## src/rtl/reqrsp_rr_mux_pkg.sv

```systemverilog
// Shared types and helpers for the round-robin reqrsp multiplexer.
// Default request/response structs stand in for the reqrsp typedef macros.
package reqrsp_rr_mux_pkg;

    localparam int unsigned AddrWidth = 32;
    localparam int unsigned DataWidth = 32;
    localparam int unsigned StrbWidth = DataWidth / 8;

    typedef struct packed {
        logic [AddrWidth-1:0] addr;
        logic                 write;
        logic [DataWidth-1:0] data;
        logic [StrbWidth-1:0] strb;
    } rr_q_chan_t;

    typedef struct packed {
        logic [DataWidth-1:0] data;
        logic                 error;
    } rr_p_chan_t;

    typedef struct packed {
        rr_q_chan_t q;
        logic       q_valid;
        logic       p_ready;
    } rr_req_t;

    typedef struct packed {
        rr_p_chan_t p;
        logic       p_valid;
        logic       q_ready;
    } rr_rsp_t;

    // Index width that stays at least one bit wide for single-entry ranges.
    function automatic int unsigned idx_width(input int unsigned n);
        return (n > 32'd1) ? $clog2(n) : 32'd1;
    endfunction

endpackage

```

## src/rtl/reqrsp_rr_mux_fifo.sv

```systemverilog
// In-order routing FIFO holding the port index of every granted request
// until its response has been handed back (no fall-through).
module reqrsp_rr_mux_fifo
    import reqrsp_rr_mux_pkg::*;
#(
    parameter int unsigned Width = 1,
    parameter int unsigned Depth = 4
) (
    input  logic             clk_i,
    input  logic             rst_ni,
    input  logic             push_i,
    input  logic [Width-1:0] data_i,
    input  logic             pop_i,
    output logic [Width-1:0] data_o,
    output logic             full_o,
    output logic             empty_o
);

    localparam int unsigned PtrWidth = idx_width(Depth);
    localparam int unsigned CntWidth = $clog2(Depth + 1);

    typedef logic [PtrWidth-1:0] ptr_t;

    logic [Width-1:0]    mem_q [Depth];
    ptr_t                wr_ptr_q, rd_ptr_q;
    logic [CntWidth-1:0] cnt_q;

    function automatic ptr_t ptr_inc(input ptr_t p);
        return (p == ptr_t'(Depth - 1)) ? '0 : p + ptr_t'(1);
    endfunction

    // NOTE: state registers use non-blocking assignments so every flop samples
    // pre-edge values regardless of process evaluation order.
    always_ff @(posedge clk_i or negedge rst_ni) begin
        if (!rst_ni) begin
            wr_ptr_q <= '0;
            rd_ptr_q <= '0;
            cnt_q    <= '0;
        end else begin
            if (push_i) wr_ptr_q <= ptr_inc(wr_ptr_q);
            if (pop_i)  rd_ptr_q <= ptr_inc(rd_ptr_q);
            case ({push_i, pop_i})
                2'b10:   cnt_q <= cnt_q + CntWidth'(1);
                2'b01:   cnt_q <= cnt_q - CntWidth'(1);
                default: cnt_q <= cnt_q;
            endcase
        end
    end

    // NOTE: storage is deliberately not reset; the count alone defines which
    // entries are valid, so clearing the array would only add reset fan-out.
    always_ff @(posedge clk_i) begin
        if (push_i) mem_q[wr_ptr_q] <= data_i;
    end

    assign data_o  = mem_q[rd_ptr_q];
    assign full_o  = (cnt_q == CntWidth'(Depth));
    assign empty_o = (cnt_q == '0);

endmodule

```

## src/rtl/reqrsp_rr_mux.sv

```systemverilog
// Round-robin multiplexer sharing one reqrsp master port between NrPorts
// requesters; responses are routed back in order through an index FIFO.
module reqrsp_rr_mux
    import reqrsp_rr_mux_pkg::*;
#(
    parameter int unsigned NrPorts      = 2,
    parameter int unsigned RespDepth    = 4,
    parameter type         reqrsp_req_t = rr_req_t,
    parameter type         reqrsp_rsp_t = rr_rsp_t
) (
    input  logic        clk_i,
    input  logic        rst_ni,
    input  reqrsp_req_t slv_req_i [NrPorts],
    output reqrsp_rsp_t slv_rsp_o [NrPorts],
    output reqrsp_req_t mst_req_o,
    input  reqrsp_rsp_t mst_rsp_i
);

    localparam int unsigned IdxWidth = idx_width(NrPorts);

    typedef logic [IdxWidth-1:0] idx_t;

    idx_t   rr_q, rr_d, sel_q, sel_d, sel, scan_sel, head;
    logic   lock_q, lock_d;
    logic   fifo_full, fifo_empty, q_hs, p_hs;
    int     scan_idx;

    // Lowest offset from rr_q wins, so iterate from the far end downward.
    always_comb begin
        scan_sel = rr_q;
        scan_idx = 0;
        for (int k = int'(NrPorts) - 1; k >= 0; k--) begin
            scan_idx = int'(rr_q) + k;
            if (scan_idx >= int'(NrPorts)) scan_idx = scan_idx - int'(NrPorts);
            if (slv_req_i[idx_t'(scan_idx)].q_valid) scan_sel = idx_t'(scan_idx);
        end
    end

    assign sel  = lock_q ? sel_q : scan_sel;
    assign q_hs = mst_req_o.q_valid & mst_rsp_i.q_ready;
    assign p_hs = mst_rsp_i.p_valid & mst_req_o.p_ready;

    always_ff @(posedge clk_i or negedge rst_ni) begin
        if (!rst_ni) begin
            rr_q   <= '0;
            sel_q  <= '0;
            lock_q <= 1'b0;
        end else begin
            rr_q   <= rr_d;
            sel_q  <= sel_d;
            lock_q <= lock_d;
        end
    end

    // NOTE: every variable driven here gets a default first so no path
    // leaves it unassigned and no latch is inferred.
    always_comb begin
        rr_d   = rr_q;
        sel_d  = sel_q;
        lock_d = lock_q;
        if (q_hs) begin
            rr_d   = (sel == idx_t'(NrPorts - 1)) ? '0 : sel + idx_t'(1);
            lock_d = 1'b0;
        end else if (mst_req_o.q_valid) begin
            lock_d = 1'b1;
            sel_d  = sel;
        end
        if (NrPorts == 1) begin
            rr_d   = '0;
            sel_d  = '0;
            lock_d = 1'b0;
        end
    end

    always_comb begin
        mst_req_o         = '0;
        mst_req_o.q       = slv_req_i[sel].q;
        mst_req_o.q_valid = slv_req_i[sel].q_valid & ~fifo_full;
        mst_req_o.p_ready = slv_req_i[head].p_ready & ~fifo_empty;
        for (int i = 0; i < int'(NrPorts); i++) begin
            slv_rsp_o[i]         = '0;
            slv_rsp_o[i].p       = mst_rsp_i.p;
            slv_rsp_o[i].p_valid = (idx_t'(i) == head) & mst_rsp_i.p_valid & ~fifo_empty;
            slv_rsp_o[i].q_ready = (idx_t'(i) == sel) & mst_rsp_i.q_ready & ~fifo_full;
        end
    end

    reqrsp_rr_mux_fifo #(
        .Width (IdxWidth),
        .Depth (RespDepth)
    ) i_route_fifo (
        .clk_i   (clk_i),
        .rst_ni  (rst_ni),
        .push_i  (q_hs),
        .data_i  (sel),
        .pop_i   (p_hs),
        .data_o  (head),
        .full_o  (fifo_full),
        .empty_o (fifo_empty)
    );

    logic [NrPorts-1:0] q_ready_vec, p_valid_vec;

    always_comb begin
        for (int i = 0; i < int'(NrPorts); i++) begin
            q_ready_vec[i] = slv_rsp_o[i].q_ready;
            p_valid_vec[i] = slv_rsp_o[i].p_valid;
        end
    end

    a_lock_stable: assert property (@(posedge clk_i) disable iff (!rst_ni)
        lock_q |-> (slv_req_i[sel_q].q_valid && mst_req_o.q == $past(mst_req_o.q)));
    a_no_overflow: assert property (@(posedge clk_i) disable iff (!rst_ni)
        !(q_hs && fifo_full));
    a_no_underflow: assert property (@(posedge clk_i) disable iff (!rst_ni)
        !(mst_rsp_i.p_valid && fifo_empty));
    a_onehot_q_ready: assert property (@(posedge clk_i) disable iff (!rst_ni)
        $onehot0(q_ready_vec));
    a_onehot_p_valid: assert property (@(posedge clk_i) disable iff (!rst_ni)
        $onehot0(p_valid_vec));

endmodule

```

## config.mk

```make
export PLATFORM = sky130hd
export DESIGN_NAME = reqrsp_rr_mux
export DESIGN_NICKNAME = d
export VERILOG_FILES = /design/src/rtl/reqrsp_rr_mux_pkg.sv /design/src/rtl/reqrsp_rr_mux_fifo.sv /design/src/rtl/reqrsp_rr_mux.sv
export SDC_FILE = /design/constraint.sdc
export NUM_CORES = 1
export LEC_CHECK = 0
export BUFFER_PORTS_ARGS = -buffer_cell sky130_fd_sc_hd__buf_2
export CAP_MARGIN = 30
export CORE_AREA = 3 3 122 124
export CTS_CLUSTER_SIZE = 12
export DETAILED_ROUTE_END_ITERATION = 10
export DIE_AREA = 0 0 125 127
export MAX_ROUTING_LAYER = met4
export PLACE_DENSITY_LB_ADDON = 0.08
export SETUP_SLACK_MARGIN = 0.05
export SYNTH_ARGS = -nofsm -noshare
export SYNTH_HDL_FRONTEND = slang
export SYNTH_HIERARCHICAL = 1
export SYNTH_SLANG_ARGS = --single-unit
```

## constraint.sdc

```tcl
create_clock -name clk_i -period 3.4 [get_ports clk_i]
set_clock_uncertainty 0.15 [all_clocks]
set_input_delay 0.51 -clock clk_i [delete_from_list [all_inputs] [get_ports clk_i]]
set_output_delay 0.51 -clock clk_i [all_outputs]
set_load 0.005 [all_outputs]
```

## Yosys cells after proc, flatten, opt, wreduce, memory -nomap -nowiden

Memories as Yosys holds them, arrays and structs flattened.
Cells that the tools add are included.

| operators by class | value |
|---|---|
| add/subtract/negate cells | 8 |
| $lt $le $gt $ge | 6 |
| equal/unequal tests | 5 |
| muxes and demuxes | 25 |
| bitwise logic cells | 21 |
| reduce and logical (&&, ||, !) cells | 4 |

Operators by type and width:

| operator | count |
|---|---|
| $mux 71 | 3 |
| $mux 2 | 8 |
| $mux 1 | 13 |
| $and 1x1->1 | 12 |
| $ge 2x2->1 const B | 5 |
| $not 1->2 | 4 |
| $eq 2x2->1 const B | 3 |
| $pmux 3 s2 | 1 |
| $not 1->1 | 5 |
| $add 2x1->2 const B | 2 |
| $reduce_bool 2->1 | 2 |
| $add 3x1->3 const B | 1 |
| $eq 3x3->1 const B | 1 |
| $logic_not 3->1 | 1 |
| $sub 3x1->3 const B | 1 |
| $add 1x1->2 const B | 1 |
| $eq 2x1->1 const B | 1 |
| $ge 1x2->1 const B | 1 |
| $reduce_and 2->1 | 1 |
| $sub 1x1->1 const B | 2 |
| $add 1x1->1 const B | 1 |

| word-level totals | value |
|---|---|
| bits in registers | 10 |
| memory bits (writable) | 4 |
| input port bits | 179 |
| output and inout bits | 141 |
| memories kept | 1 |

Memories:

| memory | depth | width | read ports | clocked after Yosys merged registers in | wr ports | line | source |
|---|---|---|---|---|---|---|---|
| i_route_fifo.mem_q | 4 | 1 | 1 | 0 | 1 | reqrsp_rr_mux_fifo.sv:24 | `logic [Width-1:0] mem_q [Depth];` |

## Depth between registers and ports, before layout

Gate-level depths: netlist (run 1).

| depth | value |
|---|---|
| depth after elaboration | 18 |
| depth in mapped cells | 12 |
| mapped depth without buffers | 12 |

## By module

The synthesis (run 1) kept the hierarchy.

Modules (own cells, without submodules):

| module | times used | cells each | area an instance (sq um) | sequential area each (sq um) |
|---|---|---|---|---|
| reqrsp_rr_mux | 1 | 170 | 1,592.8 | 75.1 |
| reqrsp_rr_mux_fifo | 1 | 43 | 563.0 | 295.3 |

## Worst setup path before layout (run 1)

No wires, ideal clock.

| timing | value |
|---|---|
| path kind | reg2reg |
| from | register i_route_fifo.rd_ptr_q[0] |
| to | register i_route_fifo.cnt_q[2] |
| setup time | 0.079 ns |
| arrival | 2.399 ns |
| path slack | 0.772 ns |
| stages on the path, launching flop included | 11 |
| buffers on the path | 0 |
| clock period less this slack | 2.628 ns |
| cell sequence | dfrtp_1 > mux4_2 > mux2i_1 > nor2_1 > and2_1 > ha_1 > inv_1 > fa_1 > xor2_1 > nor2_1 > xor2_1 |

RTL lines:

| what | line | source |
|---|---|---|
| start, declared | reqrsp_rr_mux_fifo.sv:25 | `ptr_t wr_ptr_q, rd_ptr_q;` |
| start signal, assigned | reqrsp_rr_mux_fifo.sv:41 | `if (pop_i) rd_ptr_q <= ptr_inc(rd_ptr_q);` |
| end signal, assigned | reqrsp_rr_mux_fifo.sv:43 | `2'b10: cnt_q <= cnt_q + CntWidth'(1);` |
| end signal, assigned | reqrsp_rr_mux_fifo.sv:44 | `2'b01: cnt_q <= cnt_q - CntWidth'(1);` |
| end signal, assigned | reqrsp_rr_mux_fifo.sv:45 | `default: cnt_q <= cnt_q;` |
| end, declared | reqrsp_rr_mux_fifo.sv:26 | `logic [CntWidth-1:0] cnt_q;` |

==> run metrics, run 1 <==
Hold Violations, Final 0; htree depth 1; Area Growth Syn to Fin 39.9%; pin count of the biggest net entering global routing 48; synth unique cells 34; CP Buf/Inv Count 2; die area about 16000 µm²; Ys Warns 6; Worst Tran Pin Value around 0.58 ns; Tot GR Track Use approximately 8.6%; critical path type reg2out; row cnt 43; CP max FO 47; largest cells by area after synthesis mux2_2, buf_4, dfrtp_1, edfxtp_1, ha_1; Seq/Total Area, Yosys about 17%; CTS Root Cell clkbuf_16; vias per inst between 3 and 4; Clock Latency Late Sink 0.24 ns; drt wl/cell ~14 µm; fin crit share 81.3%; Critical Path RT 2.74 ns; die width around 130 µm; clock net sink count 14; Setup-failing EPs final 0; most common cell in the synthesized netlist buf_4; unrepaired setup endpoints after global routing no; Gate Count Post-Synth between 200 and 250; Max Cap Viol 0; die height 127 µm; CTS tree yes; Final Util 21.7%; P_leak around 0.0016 µW; Fmax around 0.36 GHz; Critical Path Slowest Stage Cell buf_4; pwr dens 689 nW/µm²; CP cell instances o21bai_1 > o21ai_4 > buf_4 > mux2_2 > buf_2; input/output buffers 220; dominant synthesized flop cell dfrtp_1; TritonRoute pass-1 iters 3; CP arrival around 2.1 ns; drt total wl between 7000 and 8000 µm; PostCTS Resize Cnt 0; top cells by count, synth buf_4, mux2_2, dfrtp_1; Max Slew Vio Count 0; antenna-violating nets left 0; clock-pin slew on the worst setup and hold paths about 0.04 ns; Min-Delay Path Class reg2reg; Worst Setup End Kind output pin; hpwl dp 6660 µm; Largest delay share family, worst path buffers and inverters; first-pass GRT wire length ~11000 µm; final routed DRC violation total 0; Syn Std Cell Area between 2000 and 2500 µm²; Synth area leader mux2_2; outcome finished clean; placement-stage cell area a little under 3000 µm²; async set-reset flop share out of synthesis a little under three quarters; Top-Level Pins 320; Mapped Nets around 400; Fin Setup TNS 0 ns; Mean Syn Cell Area 10.1 µm²; Diodes inserted 0; Layout fillers 1551; max incr delay on CP roughly 0.50 ns; initial core utilization between 10% and 20%; vias in the first global route about 2.1k; peak supply drop ~0.00033 V; Final #Nets approximately 550; synthesis-stage register bit count 14; top cell type's share of synthesized area ~34%; RD Place Congestion approximately 0.85; Bufs on Longest Clock Path 2; grt ovf 0; Rel. slew slack around three fifths; Post-synth EDFFs 4; cts bufs inserted 3; DRT iter0 DRCs 19; vias 2055; layout cell share with drive strength beyond 1 ~82%; Finished Cell Area a little over 3000 µm²; initial antenna violation count 0; fin crit period approximately 2.8 ns; Setup crit start kind register; core region area 13900 µm²
==> kinds of logic (layout without fill, tap and decap cells) <==
family                     count (synthesis)  count (layout)  share of synthesized area, %
buffers and inverters                     81             235                          27.8
muxes                                     74              74                          39.8
and+or+nand+nor                           23              23                          6.15
DFF                                       14              14                          17.2
AOI/OAI and AO/OA                         11              11                          3.48
adders and majority gates                  7               7                          4.41
xor gates and xnor gates                   3               3                          1.22
==> timing repair <==
item / in CTS / in global routing
hold buffers: 1 / 0
hold endpoints to repair: 10 / 0
setup buffers: 0 / 0
endpoints found under the setup margin: 0 / 0
==> power by group <==
| group | total [µW] | switching (µW) | internal [µW] |
|---|---|---|---|
| registers | 317 | 59.2 | 257 |
| logic | 1540 | 670 | 872 |
| clock network | 220 | 62.3 | 158 |
==> per-layer routing <==
layer | vias to the layer above | track usage (%) | share of wire [%]
met5 | - | - | 0
met4 | 0 | 3.32 | 3.2
li1 | 975 | - | -
met3 | 29 | 2.76 | 12
met1 | 886 | 8.63 | 33
met2 | 165 | 15.7 | 52
==> state kept, by name, indices dropped and copies added (netlist names) <==
name / cells
lock_q: 1
i_route_fifo/cnt_q: 3
i_route_fifo/wr_ptr_q: 2
rr_q: 1
i_route_fifo/rd_ptr_q: 2
i_route_fifo/mem_q: 4
sel_q: 1
==> layout by cell type (no fill, tap or decap), types with 2 or more instances in the layout <==
cell type  netlist  layout
buf_2            0     220
mux2_2          65      65
dfrtp_1         10      10
inv_1            7       7
ha_1             6       6
mux2_4           4       4
nor2_1           4       4
and2_2           4       4
edfxtp_1         4       4
a21oi_1          3       3
nand2_1          3       3
nor3_1           3       3
o21ai_0          3       3
clkbuf_16        0       3
mux2_1           2       2
mux2i_1          2       2
nor3b_1          2       2
or3_1            2       2
xor2_1           2       2
buf_4           68       2
==> area by class of cell <==
cell class	instances	area [µm²]	share of cell area (%)
multi-input cells	118	1190	39.3
repair buffers	223	1130	37.3
inverters	8	30.0	0.995
well taps	180	225	7.47
clock buffers	4	78.8	2.61
flip-flops and latches	14	370	12.3
==> path summary, 6_finish.rpt <==
kind                       cells after the start  slack [ns]                       end                startpoint
setup / recovery                               5        0.64             mst_req_o[36]                    lock_q
hold / removal                                 1        0.34     i_route_fifo/cnt_q[2]     i_route_fifo/cnt_q[2]
setup reg to reg                              10        0.69     i_route_fifo/cnt_q[2]  i_route_fifo/rd_ptr_q[0]
hold reg to reg                                1        0.34     i_route_fifo/cnt_q[2]     i_route_fifo/cnt_q[2]
max in group asynchronous                      2        2.37  i_route_fifo/wr_ptr_q[1]                    rst_ni
min in group asynchronous                      2        0.52     i_route_fifo/cnt_q[1]                    rst_ni
==> per-stage QoR <==
step	total power (µW)	hold slack, ns	worst slack (ns)	std cells
final	2080	0.340	0.637	547
after global routing	2270	0.352	0.498	547
after CTS	2140	0.349	0.608	547
after detailed placement	1900	0.249	0.673	542
after global placement	1920	0.243	0.683	542
after floorplan	1460	0.0644	0.772	213
Note: power is estimated with default switching activity, not from simulation.
==> run 2, diff against run 1 <==
--- a/config.mk
+++ b/config.mk
@@ -7,10 +7,10 @@
 export LEC_CHECK = 0
 export BUFFER_PORTS_ARGS = -buffer_cell sky130_fd_sc_hd__buf_2
 export CAP_MARGIN = 30
-export CORE_AREA = 3 3 122 124
+export CORE_AREA = 3 3 125 127
 export CTS_CLUSTER_SIZE = 12
 export DETAILED_ROUTE_END_ITERATION = 10
-export DIE_AREA = 0 0 125 127
+export DIE_AREA = 0 0 128 130
 export MAX_ROUTING_LAYER = met4
 export PLACE_DENSITY_LB_ADDON = 0.08
 export SETUP_SLACK_MARGIN = 0.05
==> constraint.sdc (replaced) <==
create_clock -name clk_i -period 2.5 [get_ports clk_i]
set_clock_uncertainty 0.15 [all_clocks]
set_input_delay 0.375 -clock clk_i [delete_from_list [all_inputs] [get_ports clk_i]]
set_output_delay 0.375 -clock clk_i [all_outputs]
set_load 0.005 [all_outputs]
==> run 2 against run 1 <==
  * Core utilization grew 0.65 points
  * Non-clock buffer count grew 16
  * Cell count grew 3.7%
  * First-iteration DRC count grew 89%
  * Clock power grew 39%
  * Critical path depth grew 5
  * Critical endpoint is now i_route_fifo/cnt_q[2]
==> run metrics, run 2 (synthesis results as in run 1) <==
first-pass GRT wire length between 10000 and 15000 µm; Sw Ratio a little under two fifths; die area ~17000 µm²; die width ~130 µm; Layout fillers around 1.6k; fin crit share just under 100%; TritonRoute pass-1 iters 4; CTS tree yes; Top reg by flops i_route_fifo/mem_q; sequential power share about an eighth; Tot GR Track Use between 7 and 8%; vias approximately 2.1k; drt total wl between 8000 and 9000 µm; Diodes inserted 0; most frequent cells in the layout buf_2, mux2_2, buf_4, dfrtp_1, clkbuf_16; Critical Path RT about 2.5 ns; launch point of the worst hold path slv_req_i[72]; Worst Hold Depth 2; pin count of the biggest net entering global routing 42; internal power 2110 µW; Worst Hold End sel_q; unrepaired setup endpoints after global routing yes; pwr dens ~1000 nW/µm²; combinational power share slightly below 80%; initial antenna violation count 0; Setup-failing EPs final 0; Clock Latency Late Sink 0.24 ns; vias in the first global route 2018; Worst Setup End Kind register; RD Place Congestion roughly 0.69; cts bufs inserted 3; htree depth 1; fin crit period ~2.4 ns; CP arrival ~2.5 ns; DRT iter0 DRCs 36; CTS Root Cell clkbuf_16; Max Slew Vio Count 0; Min-Delay Path Class in2reg; row cnt 44; final routed DRC violation total 0; most common cell after layout, fill and taps aside buf_2; clock-pin slew on the worst setup and hold paths roughly 0.050 ns; clock net sink count 14; Bufs on Longest Clock Path 2; core region area 14500 µm²; Hold Violations, Final 0; antenna-violating nets left 0; Rel. slew slack about three quarters; switching pwr ~1300 µW; Area Growth Syn to Fin 50.9%; vias per inst 3.72; R2R setup slack about 0.065 ns; clock power share under 10%; Final WS setup 0.0647 ns; drt wl/cell roughly 15 µm; Fmax slightly above 0.4 GHz; hpwl dp around 6700 µm; Worst Tran Pin Value 0.348 ns; input/output buffers between 200 and 250; worst reg-to-reg path cell count 10; layout cell share with drive strength beyond 1 between 80% and 90%; grt ovf 0; leading registers by flop count i_route_fifo/mem_q: 4 flops, i_route_fifo/cnt_q: 3 flops; placement-stage cell area 3040 µm²; Fin Setup TNS 0 ns; peak supply drop 0.000295 V; Final #Nets between 500 and 600; CP max FO 3; Finished Cell Area between 3000 and 4000 µm²; Reg-to-Reg End i_route_fifo/cnt_q[2]; Setup crit start kind register; die height roughly 130 µm; initial core utilization around 15%; Top-Level Pins 320; origin of the critical flop-to-flop path i_route_fifo/rd_ptr_q[0]; outcome finished clean; setup slack at placement ~0.017 ns; critical path type reg2reg; Max Cap Viol 0; max reg flops 4; P_leak about 0.0017 µW
-- run 2: cell types whose count changed in the layout (fill, tap and decap cells not counted), sizes merged --
cell    before  now
buf        222  235
clkinv       0    1
clkbuf       4    6
-- run 2: worst max-delay path by stage --
stage,start,end,slack (ns),cells past startpoint
CTS,i_route_fifo/rd_ptr_q[0],i_route_fifo/cnt_q[2],0.03,10
global route,i_route_fifo/rd_ptr_q[0],i_route_fifo/cnt_q[2],-0.1,10
finish,i_route_fifo/rd_ptr_q[0],i_route_fifo/cnt_q[2],0.06,10
global placement,i_route_fifo/rd_ptr_q[0],i_route_fifo/cnt_q[2],0.02,10
floorplan,i_route_fifo/rd_ptr_q[0],i_route_fifo/cnt_q[2],0.02,10
detailed placement,i_route_fifo/rd_ptr_q[0],i_route_fifo/cnt_q[2],0.02,10
-- run 2: layer usage --
| metal | vias to the layer above | track usage, % | part of all wire (%) |
|---|---|---|---|
| met5 | - | - | 0 |
| met4 | 0 | 2.18 | 1.7 |
| met3 | 20 | 1.96 | 9.1 |
| met2 | 146 | 14.7 | 55 |
| met1 | 938 | 8.01 | 35 |
| li1 | 1005 | - | - |
-- run 2: critical path: stages (launching register included) --
cell and delay (ns):
dfrtp_1 0.36, mux4_2 0.55, mux2i_1 0.14, nor2_1 0.11, and2_4 0.17, ha_4 0.12
inv_2 0.03, fa_2 0.32, xor2_1 0.15, nor2_1 0.11, xor2_1 0.15
-- run 2: layout make-up --
class,instances,area [µm²],area share [%]
multi-input combinational,118,1210,37.2
clock inverter,1,3.75,0.115
sequential,14,370,11.4
inverter,8,30.0,0.923
clock buffer,3,75.1,2.31
timing repair buffer,239,1340,41.0
tap,184,230,7.08
-- run 2: power by group through the flow --
stage	Clock [µW]	Combinational (µW)	Sequential [µW]
floorplan	0	1590	411
global placement	0	2380	427
detailed placement	0	2350	424
CTS	315	2370	420
global route	329	2910	434
finish	305	2660	419
-- run 2: metrics by stage --
step | hold WS (ns) | utilization [%] | cells | total power [µW]
after floorplan | -0.0706 | - | 213 | 2000
after global placement | 0.120 | 20.9 | 554 | 2800
after detailed placement | 0.122 | 20.9 | 554 | 2770
after CTS | 0.212 | 21.5 | 559 | 3100
after global routing | 0.225 | 22.4 | 567 | 3670
final | 0.215 | 22.4 | 567 | 3390
-- run 2: repair_timing --
action | CTS | global route
pin swaps | 2 | 1
hold buffers | 1 | 0
resized for setup | 0 | 5
setup endpoints to repair | 1 | 65
setup buffers | 0 | 4
endpoints found under the hold margin | 10 | 0
gates cloned | 0 | 4
==> run 3, diff against run 2 <==
--- a/config.mk
+++ b/config.mk
@@ -7,10 +7,10 @@
 export LEC_CHECK = 0
 export BUFFER_PORTS_ARGS = -buffer_cell sky130_fd_sc_hd__buf_2
 export CAP_MARGIN = 30
-export CORE_AREA = 3 3 125 127
+export CORE_AREA = 3 3 122 124
 export CTS_CLUSTER_SIZE = 12
 export DETAILED_ROUTE_END_ITERATION = 10
-export DIE_AREA = 0 0 128 130
+export DIE_AREA = 0 0 125 127
 export MAX_ROUTING_LAYER = met4
 export PLACE_DENSITY_LB_ADDON = 0.08
 export SETUP_SLACK_MARGIN = 0.05
==> constraint.sdc (replaced) <==
create_clock -name clk_i -period 2.49 [get_ports clk_i]
set_clock_uncertainty 0.15 [all_clocks]
set_input_delay 0.3735 -clock clk_i [delete_from_list [all_inputs] [get_ports clk_i]]
set_output_delay 0.3735 -clock clk_i [all_outputs]
set_load 0.005 [all_outputs]
==> run 3 against run 2 <==
  * Hold slack hardly changed
  * Non-clock buffer count is 1 lower
  * Combinational power is 2% higher
  * Routed wire length is 12% higher
  * Total power is 1.6% higher
  * Register-to-register slack worse by 0.02 ns
  * Maximum frequency is 0.22% lower
  * Highest routed layer unchanged
==> run metrics, run 3 (synthesis results as in run 1) <==
outcome finished clean; CTS tree yes; initial core utilization about 16%; CTS Root Cell clkbuf_16; drt total wl approximately 9200 µm; clock-pin slew on the worst setup and hold paths about 0.05 ns; initial antenna violation count 1; Max Cap Viol 0; first-pass GRT wire length roughly 12000 µm; CP max FO 2; leading registers by flop count i_route_fifo/mem_q: 4 flops, i_route_fifo/cnt_q: 3 flops; Setup-failing EPs final 0; Critical Path RT between 2 and 3 ns; Tot GR Track Use a little under 10%; fin crit period around 2.4 ns; RD Place Congestion approximately 0.79; fin crit share 98.0%; critical path type reg2reg; row cnt between 40 and 50; Top-Level Pins 320; drt wl/cell 16.4 µm; Hold Violations, Final 0; die height between 100 and 150 µm; Worst Tran Pin Value 0.303 ns; antenna-violating nets left 0; clock net sink count 14; final routed DRC violation total 0; Area Growth Syn to Fin 51.5%; Pwr Total 3440 µW; CP Buf/Inv Count 1; vias per inst roughly 3.7; Max Slew Vio Count 0; max reg flops 4; vias 2109; die area 15900 µm²; vias in the first global route between 2k and 2.5k; P_leak around 0.0017 µW; cts bufs inserted 3; input/output buffers between 200 and 250; core region area 13900 µm²; pin count of the biggest net entering global routing 42; die width 125 µm; Largest delay share family, worst path multiplexers; Worst Setup End Kind register; Min-Delay Path Class in2reg; hpwl dp ~7600 µm; Bufs on Longest Clock Path 2; most frequent cells in the layout buf_2, mux2_2, dfrtp_1, buf_4, clkbuf_16; DRT iter0 DRCs 50; Fmax ~0.41 GHz; TritonRoute pass-1 iters 4; most common cell after layout, fill and taps aside buf_2; layout cell share with drive strength beyond 1 a little over four fifths; peak supply drop approximately 0.00038 V; Fin Setup TNS 0 ns; pwr dens between 1000 and 1500 nW/µm²; htree depth 1; Clock Latency Late Sink 0.24 ns; grt ovf 0; Layout fillers between 1.5k and 2k; Top reg by flops i_route_fifo/mem_q; Setup crit start kind register; unrepaired setup endpoints after global routing yes; Rel. slew slack between 70% and 80%; CP arrival 2.45 ns; CP cell instances mux4_2 > mux2i_1 > nor2_1 > and2_4 > ha_4 > inv_2 > fa_2 > xor2_1 > nor2_1 > xor2_1; Critical Path Slowest Stage Cell mux4_2; max incr delay on CP about 0.54 ns; Final #Nets approximately 570
==> run 3: final timing paths <==
kind,from,endpoint,slack (ns),cells past startpoint
worst max-delay path,i_route_fifo/rd_ptr_q[0],i_route_fifo/cnt_q[2],0.05,10
worst min-delay path,slv_req_i[72],sel_q,0.22,2
worst max register to register,i_route_fifo/rd_ptr_q[0],i_route_fifo/cnt_q[2],0.05,10
worst min register to register,i_route_fifo/rd_ptr_q[1],i_route_fifo/rd_ptr_q[1],0.40,1
max in group asynchronous,rst_ni,i_route_fifo/rd_ptr_q[1],1.58,2
min in group asynchronous,rst_ni,sel_q,0.39,2
==> run 3: power breakdown <==
| group | total [µW] | switching, µW | internal [µW] | leakage (µW) |
|---|---|---|---|---|
| registers | 417 | 66.7 | 351 | 0.000155 |
| logic | 2720 | 1130 | 1590 | 0.00149 |
| clock network | 306 | 93.6 | 213 | 0.0000385 |
| total | 3440 | 1290 | 2150 | 0.00168 |
==> run 3: routing by layer <==
metal	wire length [µm]	track usage [%]
met2	5120	19.0
met1	3130	9.88
met4	68	1.66
met5	0	-
met3	921	3.34
==> run 3: per-stage QoR <==
step	util, %	setup WS (ns)	hold slack, ns	instances	area (µm²)
floorplan	-	0.00677	-0.0721	213	2170
global placement	21.9	0.00981	0.119	551	3040
detailed placement	21.9	-0.00370	0.121	551	3040
CTS	22.6	0.0114	0.211	557	3130
global route	23.5	-0.117	0.247	563	3270
finish	23.5	0.0494	0.215	563	3270
==> run 3: timing repair <==
action	in CTS	in global routing
resized for setup	0	6
gates cloned	0	4
endpoints found under the hold margin	10	0
buffers inserted	1	1
setup endpoints to repair	1	61
hold buffers	1	0
pin swaps	4	1
==> run 3: final cells by class <==
type / count / area (µm²) / share of cell area, %
Clock inverter: 1 / 3.75 / 0.115
Tap cell: 180 / 225 / 6.89
Multi-Input combinational cell: 118 / 1220 / 37.3
Clock buffer: 3 / 75.1 / 2.30
Timing Repair Buffer: 238 / 1340 / 41.0
Antenna cell: 1 / 2.50 / 0.0766
Inverter: 8 / 30.0 / 0.919
Sequential cell: 14 / 370 / 11.3
